**config.mk**
```make
export PLATFORM = sky130hd
export DESIGN_NAME = sorter_datapath_flat
export DESIGN_NICKNAME = d
export VERILOG_FILES = /design/src/rtl/sorter_pkg.sv /design/src/rtl/sorter_if.sv /design/src/rtl/sorter_index_counter.sv /design/src/rtl/sorter_datapath.sv /design/src/flat_wrapper.sv
export SDC_FILE = /design/constraint.sdc
export NUM_CORES = 1
export LEC_CHECK = 0
export CAP_MARGIN = 20
export CORE_MARGIN = 2
export CORE_UTILIZATION = 51
export DETAILED_ROUTE_END_ITERATION = 6
export GPL_ROUTABILITY_DRIVEN = 0
export PLACE_DENSITY = 0.82
export SYNTH_ARGS = -nofsm -noshare
export SYNTH_HDL_FRONTEND = slang
export SYNTH_HIERARCHICAL = 1
export SYNTH_SLANG_ARGS = --single-unit
```
**constraint.sdc**
```tcl
create_clock -name clk -period 2.3 [get_ports clk]
set_clock_uncertainty 0.2 [all_clocks]
set_input_delay 0.345 -clock clk [delete_from_list [all_inputs] [get_ports clk]]
set_output_delay 0.345 -clock clk [all_outputs]
set_load 0.05 [all_outputs]
```
**src/rtl/sorter_pkg.sv**
```systemverilog
// Shared definitions for the exchange-sorter datapath: counter width helper and
// the select encodings used by the address and write-data muxes.
package sorter_pkg;

  // Counters need one extra bit so they can reach SIZE at the end of a pass.
  function automatic int calc_aw(input int size);
    return $clog2(size) + 1;
  endfunction

  // Address select, encoded as {s1, s0}; s0 is ignored when s1=0.
  localparam logic [1:0] ADDR_CNT = 2'b00;
  localparam logic [1:0] ADDR_I   = 2'b10;
  localparam logic [1:0] ADDR_J   = 2'b11;

  // Write-data select, encoded as {s3, s2}; s2 is ignored when s3=0.
  localparam logic [1:0] WD_DIN   = 2'b00;
  localparam logic [1:0] WD_A     = 2'b10;
  localparam logic [1:0] WD_B     = 2'b11;

endpackage

```
**src/rtl/sorter_if.sv**
```systemverilog
// Strobe/status bundle between the sorter controller (master) and the
// datapath (slave).
interface sorter_if
  import sorter_pkg::*;
#(
  parameter int SIZE = 8,
  parameter int DW   = 8
);
  localparam int AW = calc_aw(SIZE);

  logic [DW-1:0] din;
  logic          load_cnt, load_cnti, load_cntj;
  logic          ena_cnt, ena_cnti, ena_cntj;
  logic          en_rega, en_regb;
  logic          we, re;
  logic          s0, s1, s2, s3;
  logic [AW-1:0] cnt, cnt_i, cnt_j;
  logic          result_cmp;
  logic [DW-1:0] dout;
  logic          dout_valid;

  modport master (
    output din, load_cnt, load_cnti, load_cntj, ena_cnt, ena_cnti, ena_cntj,
           en_rega, en_regb, we, re, s0, s1, s2, s3,
    input  cnt, cnt_i, cnt_j, result_cmp, dout, dout_valid
  );

  modport slave (
    input  din, load_cnt, load_cnti, load_cntj, ena_cnt, ena_cnti, ena_cntj,
           en_rega, en_regb, we, re, s0, s1, s2, s3,
    output cnt, cnt_i, cnt_j, result_cmp, dout, dout_valid
  );

endinterface

```
**src/rtl/sorter_index_counter.sv**
```systemverilog
// Loadable index counter: ena gates all updates, load picks load_value over +1.
// Wraps modulo 2^AW.
module sorter_index_counter #(
  parameter int AW = 4
) (
  input  logic          clk,
  input  logic          rst,
  input  logic          ena,
  input  logic          load,
  input  logic [AW-1:0] load_value,
  output logic [AW-1:0] cnt
);

  logic [AW-1:0] cnt_d, cnt_q;

  always_comb begin
    cnt_d = cnt_q;
    if (ena) cnt_d = load ? load_value : cnt_q + AW'(1);
  end

  always_ff @(posedge clk or posedge rst) begin
    if (rst) cnt_q <= '0;
    else     cnt_q <= cnt_d;
  end

  assign cnt = cnt_q;

endmodule

```
**src/rtl/sorter_datapath.sv**
```systemverilog
// Element memory, index counters, operand registers and comparator of the
// exchange sorter. Define SORTER_DESCENDING_EN to flip the compare (descending sort).
module sorter_datapath
  import sorter_pkg::*;
#(
  parameter int SIZE = 8,
  parameter int DW   = 8
) (
  input  logic    clk,
  input  logic    rst,
  sorter_if.slave bus
);

  localparam int AW = calc_aw(SIZE);
  localparam int IW = AW - 1;

  logic [AW-1:0]          cnt, cnt_i, cnt_j;
  logic [AW-1:0]          addr;
  logic [IW-1:0]          idx;
  logic [1:0]             addr_sel, wd_sel;
  logic [DW-1:0]          wdata, rdata;
  logic [SIZE-1:0][DW-1:0] mem_d, mem_q;
  logic [DW-1:0]          rega_d, rega_q, regb_d, regb_q;
  logic [DW-1:0]          dout_d, dout_q;
  logic                   dout_valid_d, dout_valid_q;
  logic                   readout;

  sorter_index_counter #(.AW(AW)) u_cnt (
    .clk(clk), .rst(rst), .ena(bus.ena_cnt), .load(bus.load_cnt),
    .load_value('0), .cnt(cnt)
  );

  sorter_index_counter #(.AW(AW)) u_cnt_i (
    .clk(clk), .rst(rst), .ena(bus.ena_cnti), .load(bus.load_cnti),
    .load_value('0), .cnt(cnt_i)
  );

  // Inner-loop start is always one past the current outer index.
  sorter_index_counter #(.AW(AW)) u_cnt_j (
    .clk(clk), .rst(rst), .ena(bus.ena_cntj), .load(bus.load_cntj),
    .load_value(cnt_i + AW'(1)), .cnt(cnt_j)
  );

  always_comb begin
    addr_sel = bus.s1 ? {1'b1, bus.s0} : ADDR_CNT;
    case (addr_sel)
      ADDR_I:  addr = cnt_i;
      ADDR_J:  addr = cnt_j;
      default: addr = cnt;
    endcase
  end

  always_comb begin
    wd_sel = bus.s3 ? {1'b1, bus.s2} : WD_DIN;
    case (wd_sel)
      WD_A:    wdata = rega_q;
      WD_B:    wdata = regb_q;
      default: wdata = bus.din;
    endcase
  end

  // cnt=SIZE aliases to entry 0 here; the controller never writes in that state.
  assign idx   = addr[IW-1:0];
  assign rdata = mem_q[idx];

  always_comb begin
    mem_d = mem_q;
    if (bus.we) mem_d[idx] = wdata;
  end

  // Contents deliberately survive reset.
  always_ff @(posedge clk) begin
    mem_q <= mem_d;
  end

  assign readout = bus.re && !bus.s1;

  always_comb begin
    rega_d       = bus.en_rega ? rdata : rega_q;
    regb_d       = bus.en_regb ? rdata : regb_q;
    dout_d       = readout ? rdata : dout_q;
    dout_valid_d = readout;
  end

  always_ff @(posedge clk or posedge rst) begin
    if (rst) begin
      rega_q       <= '0;
      regb_q       <= '0;
      dout_q       <= '0;
      dout_valid_q <= 1'b0;
    end else begin
      rega_q       <= rega_d;
      regb_q       <= regb_d;
      dout_q       <= dout_d;
      dout_valid_q <= dout_valid_d;
    end
  end

`ifdef SORTER_DESCENDING_EN
  assign bus.result_cmp = (rega_q < regb_q);
`else
  assign bus.result_cmp = (rega_q > regb_q);
`endif

  assign bus.cnt        = cnt;
  assign bus.cnt_i      = cnt_i;
  assign bus.cnt_j      = cnt_j;
  assign bus.dout       = dout_q;
  assign bus.dout_valid = dout_valid_q;

endmodule
```
**src/flat_wrapper.sv**
```systemverilog
// flat-port wrapper written by rule: the top's interface ports become plain ports
module sorter_datapath_flat import sorter_pkg::*;
#(
  parameter int SIZE = 8,
  parameter int DW   = 8
)
  (clk, rst, bus_din, bus_load_cnt, bus_load_cnti, bus_load_cntj, bus_ena_cnt, bus_ena_cnti, bus_ena_cntj, bus_en_rega, bus_en_regb, bus_we, bus_re, bus_s0, bus_s1, bus_s2, bus_s3, bus_cnt, bus_cnt_i, bus_cnt_j, bus_result_cmp, bus_dout, bus_dout_valid);
  sorter_if #(.SIZE(SIZE), .DW(DW)) bus_i ();
  input  logic clk;
  input  logic rst;
  input wire logic [$bits(bus_i.din)-1:0] bus_din;
  input wire logic [$bits(bus_i.load_cnt)-1:0] bus_load_cnt;
  input wire logic [$bits(bus_i.load_cnti)-1:0] bus_load_cnti;
  input wire logic [$bits(bus_i.load_cntj)-1:0] bus_load_cntj;
  input wire logic [$bits(bus_i.ena_cnt)-1:0] bus_ena_cnt;
  input wire logic [$bits(bus_i.ena_cnti)-1:0] bus_ena_cnti;
  input wire logic [$bits(bus_i.ena_cntj)-1:0] bus_ena_cntj;
  input wire logic [$bits(bus_i.en_rega)-1:0] bus_en_rega;
  input wire logic [$bits(bus_i.en_regb)-1:0] bus_en_regb;
  input wire logic [$bits(bus_i.we)-1:0] bus_we;
  input wire logic [$bits(bus_i.re)-1:0] bus_re;
  input wire logic [$bits(bus_i.s0)-1:0] bus_s0;
  input wire logic [$bits(bus_i.s1)-1:0] bus_s1;
  input wire logic [$bits(bus_i.s2)-1:0] bus_s2;
  input wire logic [$bits(bus_i.s3)-1:0] bus_s3;
  output wire logic [$bits(bus_i.cnt)-1:0] bus_cnt;
  output wire logic [$bits(bus_i.cnt_i)-1:0] bus_cnt_i;
  output wire logic [$bits(bus_i.cnt_j)-1:0] bus_cnt_j;
  output wire logic [$bits(bus_i.result_cmp)-1:0] bus_result_cmp;
  output wire logic [$bits(bus_i.dout)-1:0] bus_dout;
  output wire logic [$bits(bus_i.dout_valid)-1:0] bus_dout_valid;
  assign bus_i.din = bus_din;
  assign bus_i.load_cnt = bus_load_cnt;
  assign bus_i.load_cnti = bus_load_cnti;
  assign bus_i.load_cntj = bus_load_cntj;
  assign bus_i.ena_cnt = bus_ena_cnt;
  assign bus_i.ena_cnti = bus_ena_cnti;
  assign bus_i.ena_cntj = bus_ena_cntj;
  assign bus_i.en_rega = bus_en_rega;
  assign bus_i.en_regb = bus_en_regb;
  assign bus_i.we = bus_we;
  assign bus_i.re = bus_re;
  assign bus_i.s0 = bus_s0;
  assign bus_i.s1 = bus_s1;
  assign bus_i.s2 = bus_s2;
  assign bus_i.s3 = bus_s3;
  assign bus_cnt = bus_i.cnt;
  assign bus_cnt_i = bus_i.cnt_i;
  assign bus_cnt_j = bus_i.cnt_j;
  assign bus_result_cmp = bus_i.result_cmp;
  assign bus_dout = bus_i.dout;
  assign bus_dout_valid = bus_i.dout_valid;
  sorter_datapath #(.SIZE(SIZE), .DW(DW)) u_core (.clk(clk), .rst(rst), .bus(bus_i));
endmodule
```
==> impl_metrics.csv, run 1 <==
group,metric,value,unit
clocking,htree_levels,3,
logic_synthesis,netlist.area_leader.share,40.7,%
logic_synthesis,yosys_register_bits,101,
clocking,clk_pin_slew_worst_paths,0.10,ns
setup_path,critPathKind,"register to primary output",
setup_path,path_cells,"ha_1, nor2b_1, o211ai_1, a21boi_1, o21a_1, o21ai_2, a311oi_4, buf_6",
final_layout,area_delta_synth_final,26.0,%
placed_design,pre_cts_ws,-0.457,ns
final_layout,n_fill_cell,662,
routing,drt_iter0_markers,141,
logic_synthesis,yosysWarnings,6,
floorplan,fp.dieArea,0.0101,mm2
setup_path,endpoint,"bus_result_cmp",
global_route,antenna_found_initial,0,
routing,drtAntennaViolNets,0,
sta,slew_viol_final,0,
power,vdd_drop_max,0.708,mV
global_route,overflow,0,
floorplan,num_rows,35,
clocking,clock_tree.buffer_depth,2,
routing,vias,2924,
setup_path,startpoint_type,"register",
sta,tns,-0.345,ns
routing,vias_per_cell,5.34,
routing,first_pass_iters,4,
logic_synthesis,ys_top_cells_by_count,"65 x mux2i_1, 64 x edfxtp_1, 37 x dfrtp_1, 26 x nor2_1, 24 x a21oi_1",
logic_synthesis,yosys.area.top_type,"edfxtp_1",
setup_path,r2r_start,"u_core/u_cnt_j/cnt[0]",
sta,setup_ws,-0.345,ns
sta,worst_pin_slew,0.594,ns
sta,timing.fmax,0.378,GHz
floorplan,ios,46,
placed_design,port_buffers,45,
sta,slew_headroom,60.4,%
status,violations,"setup timing",
global_route,grt_pass1_vias,2865,
clocking,cts_tree,"built",
clocking,clk_latency,0.35,ns
logic_synthesis,synth.most_common_cell,"mux2i_1",
sta,final-hold-violation-count,0,
logic_synthesis,synth_top_cells_by_area,"edfxtp_1 41%, dfrtp_1 20%, mux2i_1 14%",
global_route,grt_pass1_wl,14500,um
routing,totalWireLength,9290,um
setup_path,crit_arrival,2.10,ns
setup_path,cp_max_fo,2,
logic_synthesis,synth_cell_type_count,35,
final_layout,fin_nets,468,
final_layout,n_antenna_cell,0,
power,leakagePower,0.00254,uW
hold_path,hold_path_class,"input pin to asynchronous set/reset pin",
floorplan,die_w,100,um
setup_path,endpoint_kind,"primary output",
final_layout,drive_gt1_share,28.4,%
logic_synthesis,synth-seq-area-share,60.2,%
setup_path,r2r_setup_slack,0.06,ns
floorplan,dieHeight,100,um
routing,wl_per_cell,16.9,um
sta,fin_crit_sh,115,%
logic_synthesis,syn-cell-area,0.00473,mm2
sta,rsz0062_at_grt,"yes",
logic_synthesis,synth_edf_count,64,
global_route,grt_max_degree,26,
logic_synthesis,avgSynthCellArea,14.1,um2
setup_path,required,1.75,ns
placed_design,hpwl,6780,um
logic_synthesis,synth_cells,336,
logic_synthesis,yosys_most_used_dff,"edfxtp_1",
clocking,numCtsBuffers,9,
status,outcome,"finished with violations",
clocking,root_buffer,"clkbuf_8",
job,drv_cap,0,
clocking,postCtsHoldBufs,0,
sta,fin_crit,2.64,ns
setup_path,r2r-end,"u_core/regb_q[0]",
setup_path,critPathSlowestCell,"dfrtp_1",
clocking,clkSinkCount,101,
logic_synthesis,async_reset_ff_share,36.6,%
sta,finalSetupViolCount,1,
setup_path,cpPeakStageDelay,0.39,ns
global_route,grt_usage,19.1,%
routing,drc_errors,0,
floorplan,core,0.00911,mm2
setup_path,r2r_cells,8,
floorplan,initial_utilization,51.9,%
setup_path,critPathLaunch,"u_core/rega_q[1]",
power,p_per_area,975,mW/mm2
worst max-delay path: cells and delay by family (launching register included):
family,cells,cell delay (ns)
buffers and inverters,1,0.17
and+or+nand+nor,1,0.15
DFF,1,0.39
AOI/OAI and AO/OA,5,0.73
adders and majority gates,1,0.32
metrics by stage:
| step | total power [uW] | area (um2) | hold slack [ns] | instances | util [%] |
|---|---|---|---|---|---|
| after floorplan | 3920 | 4800 | -0.0891 | 343 | - |
| after global placement | 4620 | 5660 | 0.289 | 526 | 62.1 |
| after detailed placement | 4700 | 5660 | 0.294 | 526 | 62.1 |
| after CTS | 5800 | 5910 | 0.0984 | 544 | 64.9 |
| after global routing | 6100 | 5960 | 0.111 | 548 | 65.4 |
| final | 5810 | 5960 | 0.0994 | 548 | 65.4 |
sequential cells by signal, indices dropped and copies added (netlist names):
register	cells
u_core/bus.dout	8
u_core/u_cnt_j/cnt	4
u_core/u_cnt/cnt	4
u_core/regb_q	8
u_core/mem_q	64
u_core/rega_q	8
u_core/bus.dout_valid	1
u_core/u_cnt_i/cnt	4
repair_timing:
item / CTS / global route
endpoints found under the setup margin: 26 / 26
pin swaps: 1 / 1
gates cloned: 1 / 0
buffers inserted: 1 / 4
gates resized for setup: 9 / 5
hold endpoints to repair: 0 / 0
cells by family (layout without fill, tap and decap cells):
group / count (synthesis) / count (layout) / share of synthesized area (%)
AOI/OAI and AO/OA: 44 / 44 / 5.85
adders and majority gates: 12 / 12 / 3.18
and+or+nand+nor: 46 / 46 / 4.42
buffers and inverters: 33 / 127 / 3.76
xor gates and xnor gates: 2 / 2 / 0.371
other: 1 / 8 / 0.0793
muxes: 97 / 97 / 22.1
DFF: 101 / 101 / 60.2
cell usage in the layout, fill, tap and decap left out, drive strengths merged:
| cell | instances |
|---|---|
| inv | 17 |
| nand2 | 4 |
| nand2b | 4 |
| clkdlybuf4s50 | 39 |
| mux2 | 32 |
| clkbuf | 11 |
| a311oi | 1 |
| clkinv | 4 |
| edfxtp | 64 |
| o211ai | 1 |
| dfrtp | 37 |
| xor2 | 1 |
| dlygate4sd2 | 3 |
| o21a | 1 |
| nor2 | 29 |
| nor3 | 2 |
| conb | 8 |
| dlymetal6s2s | 2 |
| a31o | 3 |
| nor2b | 1 |
| o21ai | 6 |
| nand4 | 5 |
| nand3 | 1 |
| xnor2 | 1 |
| a21boi | 1 |
| buf | 50 |
| mux2i | 65 |
| a21oi | 25 |
| ha | 12 |
| bufbuf | 1 |
| a22o | 6 |
worst min path at each step:
stage                        from                    end  slack [ns]  cells past startpoint
2_1_floorplan                 rst  u_core/u_cnt_j/cnt[2]       -0.09                      1
3_3_place_gp   u_core/bus.dout[5]     u_core/bus.dout[5]        0.29                      1
5_1_grt                       rst    u_core/u_cnt/cnt[2]        0.11                      2
4_1_cts                       rst  u_core/u_cnt_i/cnt[0]         0.1                      2
3_5_place_dp   u_core/bus.dout[5]     u_core/bus.dout[5]        0.29                      1
6_report                      rst  u_core/u_cnt_i/cnt[3]         0.1                      2
area by class of cell:
cell class                      count  area [um2]  area share (%)
Timing Repair Buffer               95         916            15.4
Clock buffer                       11         153            2.56
Multi-Input combinational cell    209        1800            30.2
Sequential cell                   101        2860            48.0
Tap cell                          111         139            2.33
Inverter                           16        60.1            1.01
Clock inverter                      5        32.5           0.546
layer usage:
metal / share of wire [%] / vias up / routed length, um / GRT usage [%]
li1: - / 1422 / - / -
met4: 0.44 / 0 / 41 / 4.74
met3: 2.9 / 5 / 272 / 3.69
met2: 52 / 45 / 4870 / 33.5
met1: 44 / 1452 / 4110 / 24.7
met5: 0 / - / 0 / 0
report_power, final:
group	switching (uW)	internal, uW
sequential	209	2290
clock	580	461
combinational	1210	1060
Note: power is estimated with default switching activity, not from simulation.
==> run 2, diff against run 1 <==
Settings changed: CORE_UTILIZATION 51 to 36, GPL_TIMING_DRIVEN from default to 0, PLACE_DENSITY 0.82 to 0.64.
==> run 2 against run 1 <==
  * The run still ends with setup timing left
  * Sequential cell count stayed put
  * Sequential share of layout area is 1.1 points lower
  * Clock power is 34% higher
  * Via count stayed put
  * Final cell count is 7.7% higher
  * Fmax is 3.6% higher
  * Utilization is 17 points lower
  * Count of clock-buffer cells in the layout is 1 lower
  * Non-clock buffer count is 19 lower
  * Critical path type unchanged
  * Largest power group unchanged
==> impl_metrics.csv, run 2 (same netlist as run 1, synthesis figures left out) <==
group,metric,value,unit
setup_path,cp_max_fo,2,
placed_design,hpwl,6730,um
sta,slew_headroom,52.1,%
sta,setup_ws,-0.254,ns
floorplan,initial_utilization,37.2,%
final_layout,n_antenna_cell,0,
final_layout,drive_gt1_share,27.3,%
global_route,grt_pass1_wl,16000,um
final_layout,largest_reg_flops,64,
setup_path,critPathKind,"register to primary output",
routing,first_pass_iters,4,
clocking,clk_latency,0.34,ns
setup_path,required,1.75,ns
routing,vias_per_cell,4.96,
setup_path,startpoint_type,"register",
job,drv_cap,0,
floorplan,dieHeight,119,um
power,leakagePower,0.00252,uW
sta,rsz0062_at_grt,"yes",
global_route,overflow,0,
final_layout,area_delta_synth_final,29.0,%
hold_path,hold_path_class,"input pin to register",
sta,slew_viol_final,0,
global_route,grt_pass1_vias,3076,
setup_path,crit_arrival,2.01,ns
final_layout,fin_nets,449,
final_layout,regMostFlops,"u_core/mem_q",
setup_path,r2r_setup_slack,0.05,ns
placed_design,dpl_cell_area,0.00537,mm2
routing,drt_iter0_markers,151,
power,p_per_area,1010,mW/mm2
final_layout,final_cell_mix,"64 x mux2i_1, 64 x edfxtp_1, 32 x clkdlybuf4s50_1",
clocking,htree_levels,3,
clocking,cts_tree,"built",
global_route,grt_usage,14.7,%
placed_design,port_buffers,35,
global_route,grt_max_degree,26,
floorplan,num_rows,41,
sta,fin_crit,2.55,ns
clocking,clkSinkCount,101,
sta,finalSetupViolCount,1,
routing,drc_errors,0,
floorplan,core,0.0127,mm2
status,violations,"setup timing",
sta,hold_ws,0.0950,ns
floorplan,ios,46,
sta,fin_crit_sh,111,%
floorplan,fp.dieArea,0.0141,mm2
clocking,numCtsBuffers,9,
routing,vias,2924,
clocking,root_buffer,"clkbuf_16",
floorplan,die_w,119,um
sta,worst_pin_slew,0.719,ns
global_route,antenna_found_initial,0,
sta,timing.fmax,0.392,GHz
setup_path,endpoint_kind,"primary output",
clocking,clock_tree.buffer_depth,2,
clocking,clk_pin_slew_worst_paths,0.07,ns
final_layout,fin_area,0.00610,mm2
routing,drtAntennaViolNets,0,
status,outcome,"finished with violations",
routing,wl_per_cell,16.8,um
routing,totalWireLength,9920,um
power,vdd_drop_max,0.563,mV
sta,final-hold-violation-count,0,
==> run 2: cell count changes in the layout (fill, tap and decap cells not counted), moves of 4 or more <==
cell             previous run  this run
buf_6                       1         7
mux2_2                     21         8
clkbuf_8                    9         1
clkbuf_16                   1         9
buf_4                      44        16
mux2_4                     11        24
clkdlybuf4s50_1            39        32
nor2_2                      7         3
nor2_4                      0         6
clkbuf_2                    0         4
==> run 2: worst paths after layout <==
check	start	end	depth (start not counted)
worst max-delay path	u_core/rega_q[1]	bus_result_cmp	8
worst min-delay path	bus_ena_cntj	u_core/u_cnt_j/cnt[0]	2
worst max register to register	u_core/u_cnt_i/cnt[0]	u_core/bus.dout[7]	8
worst min register to register	u_core/bus.dout[5]	u_core/bus.dout[5]	1
max in group asynchronous	rst	u_core/bus.dout[5]	3
min in group asynchronous	rst	u_core/u_cnt/cnt[3]	2
==> run 2: what timing repair did <==
| action | in CTS | in global routing |
|---|---|---|
| cloned | 2 | 0 |
| resized for setup | 42 | 20 |
| setup endpoints to repair | 89 | 32 |
| buffers inserted | 15 | 11 |
| pin swaps | 8 | 1 |
| hold buffers | 0 | 0 |
==> run 2: metal layers <==
metal	routed length [um]	global-route usage, %
met5	0	0
met4	98	3.57
met3	363	4.10
met2	5020	25.1
met1	4440	18.4
==> run 2: area by class of cell <==
class,instances,area (um2)
Tap cell,172,215
Fill cell,1145,6630
Sequential cell,101,2860
Buffer,16,131
Timing Repair Buffer,60,646
Clock buffer,10,229
Inverter,16,60.1
Multi-Input combinational cell,209,1910
Clock inverter,6,46.3
==> run 2: worst max-delay path: stages, from the launching register on <==
cell	delay (ns)
dfrtp_1	0.42
ha_4	0.29
nor2b_1	0.12
o211ai_1	0.08
a21boi_1	0.14
o21a_1	0.15
o21ai_2	0.07
a311oi_4	0.21
buf_6	0.19
==> run 2: per-stage QoR <==
stage / power (uW) / setup slack, ns / cells / setup TNS, ns / utilization (%)
floorplan: 3920 / -0.0358 / 343 / -0.593 / -
global placement: 4460 / -0.806 / 550 / -62.97 / 42.2
detailed placement: 4520 / -0.897 / 550 / -67.52 / 42.2
CTS: 6150 / -0.274 / 583 / -0.274 / 47.2
global route: 6480 / -0.382 / 590 / -0.668 / 47.9
finish: 6160 / -0.254 / 590 / -0.254 / 47.9
==> run 2: power by group <==
| part | internal (uW) | switching, uW | total, uW |
|---|---|---|---|
| registers | 2290 | 215 | 2510 |
| clock network | 742 | 650 | 1390 |
| logic | 1030 | 1240 | 2260 |
| total | 4060 | 2100 | 6160 |
==> run 3, diff against run 2 <==
Settings changed: CTS_CLUSTER_SIZE from default to 28.
==> results of run 3 <==
Final layout, timing and power as in run 2 (identical DEF).
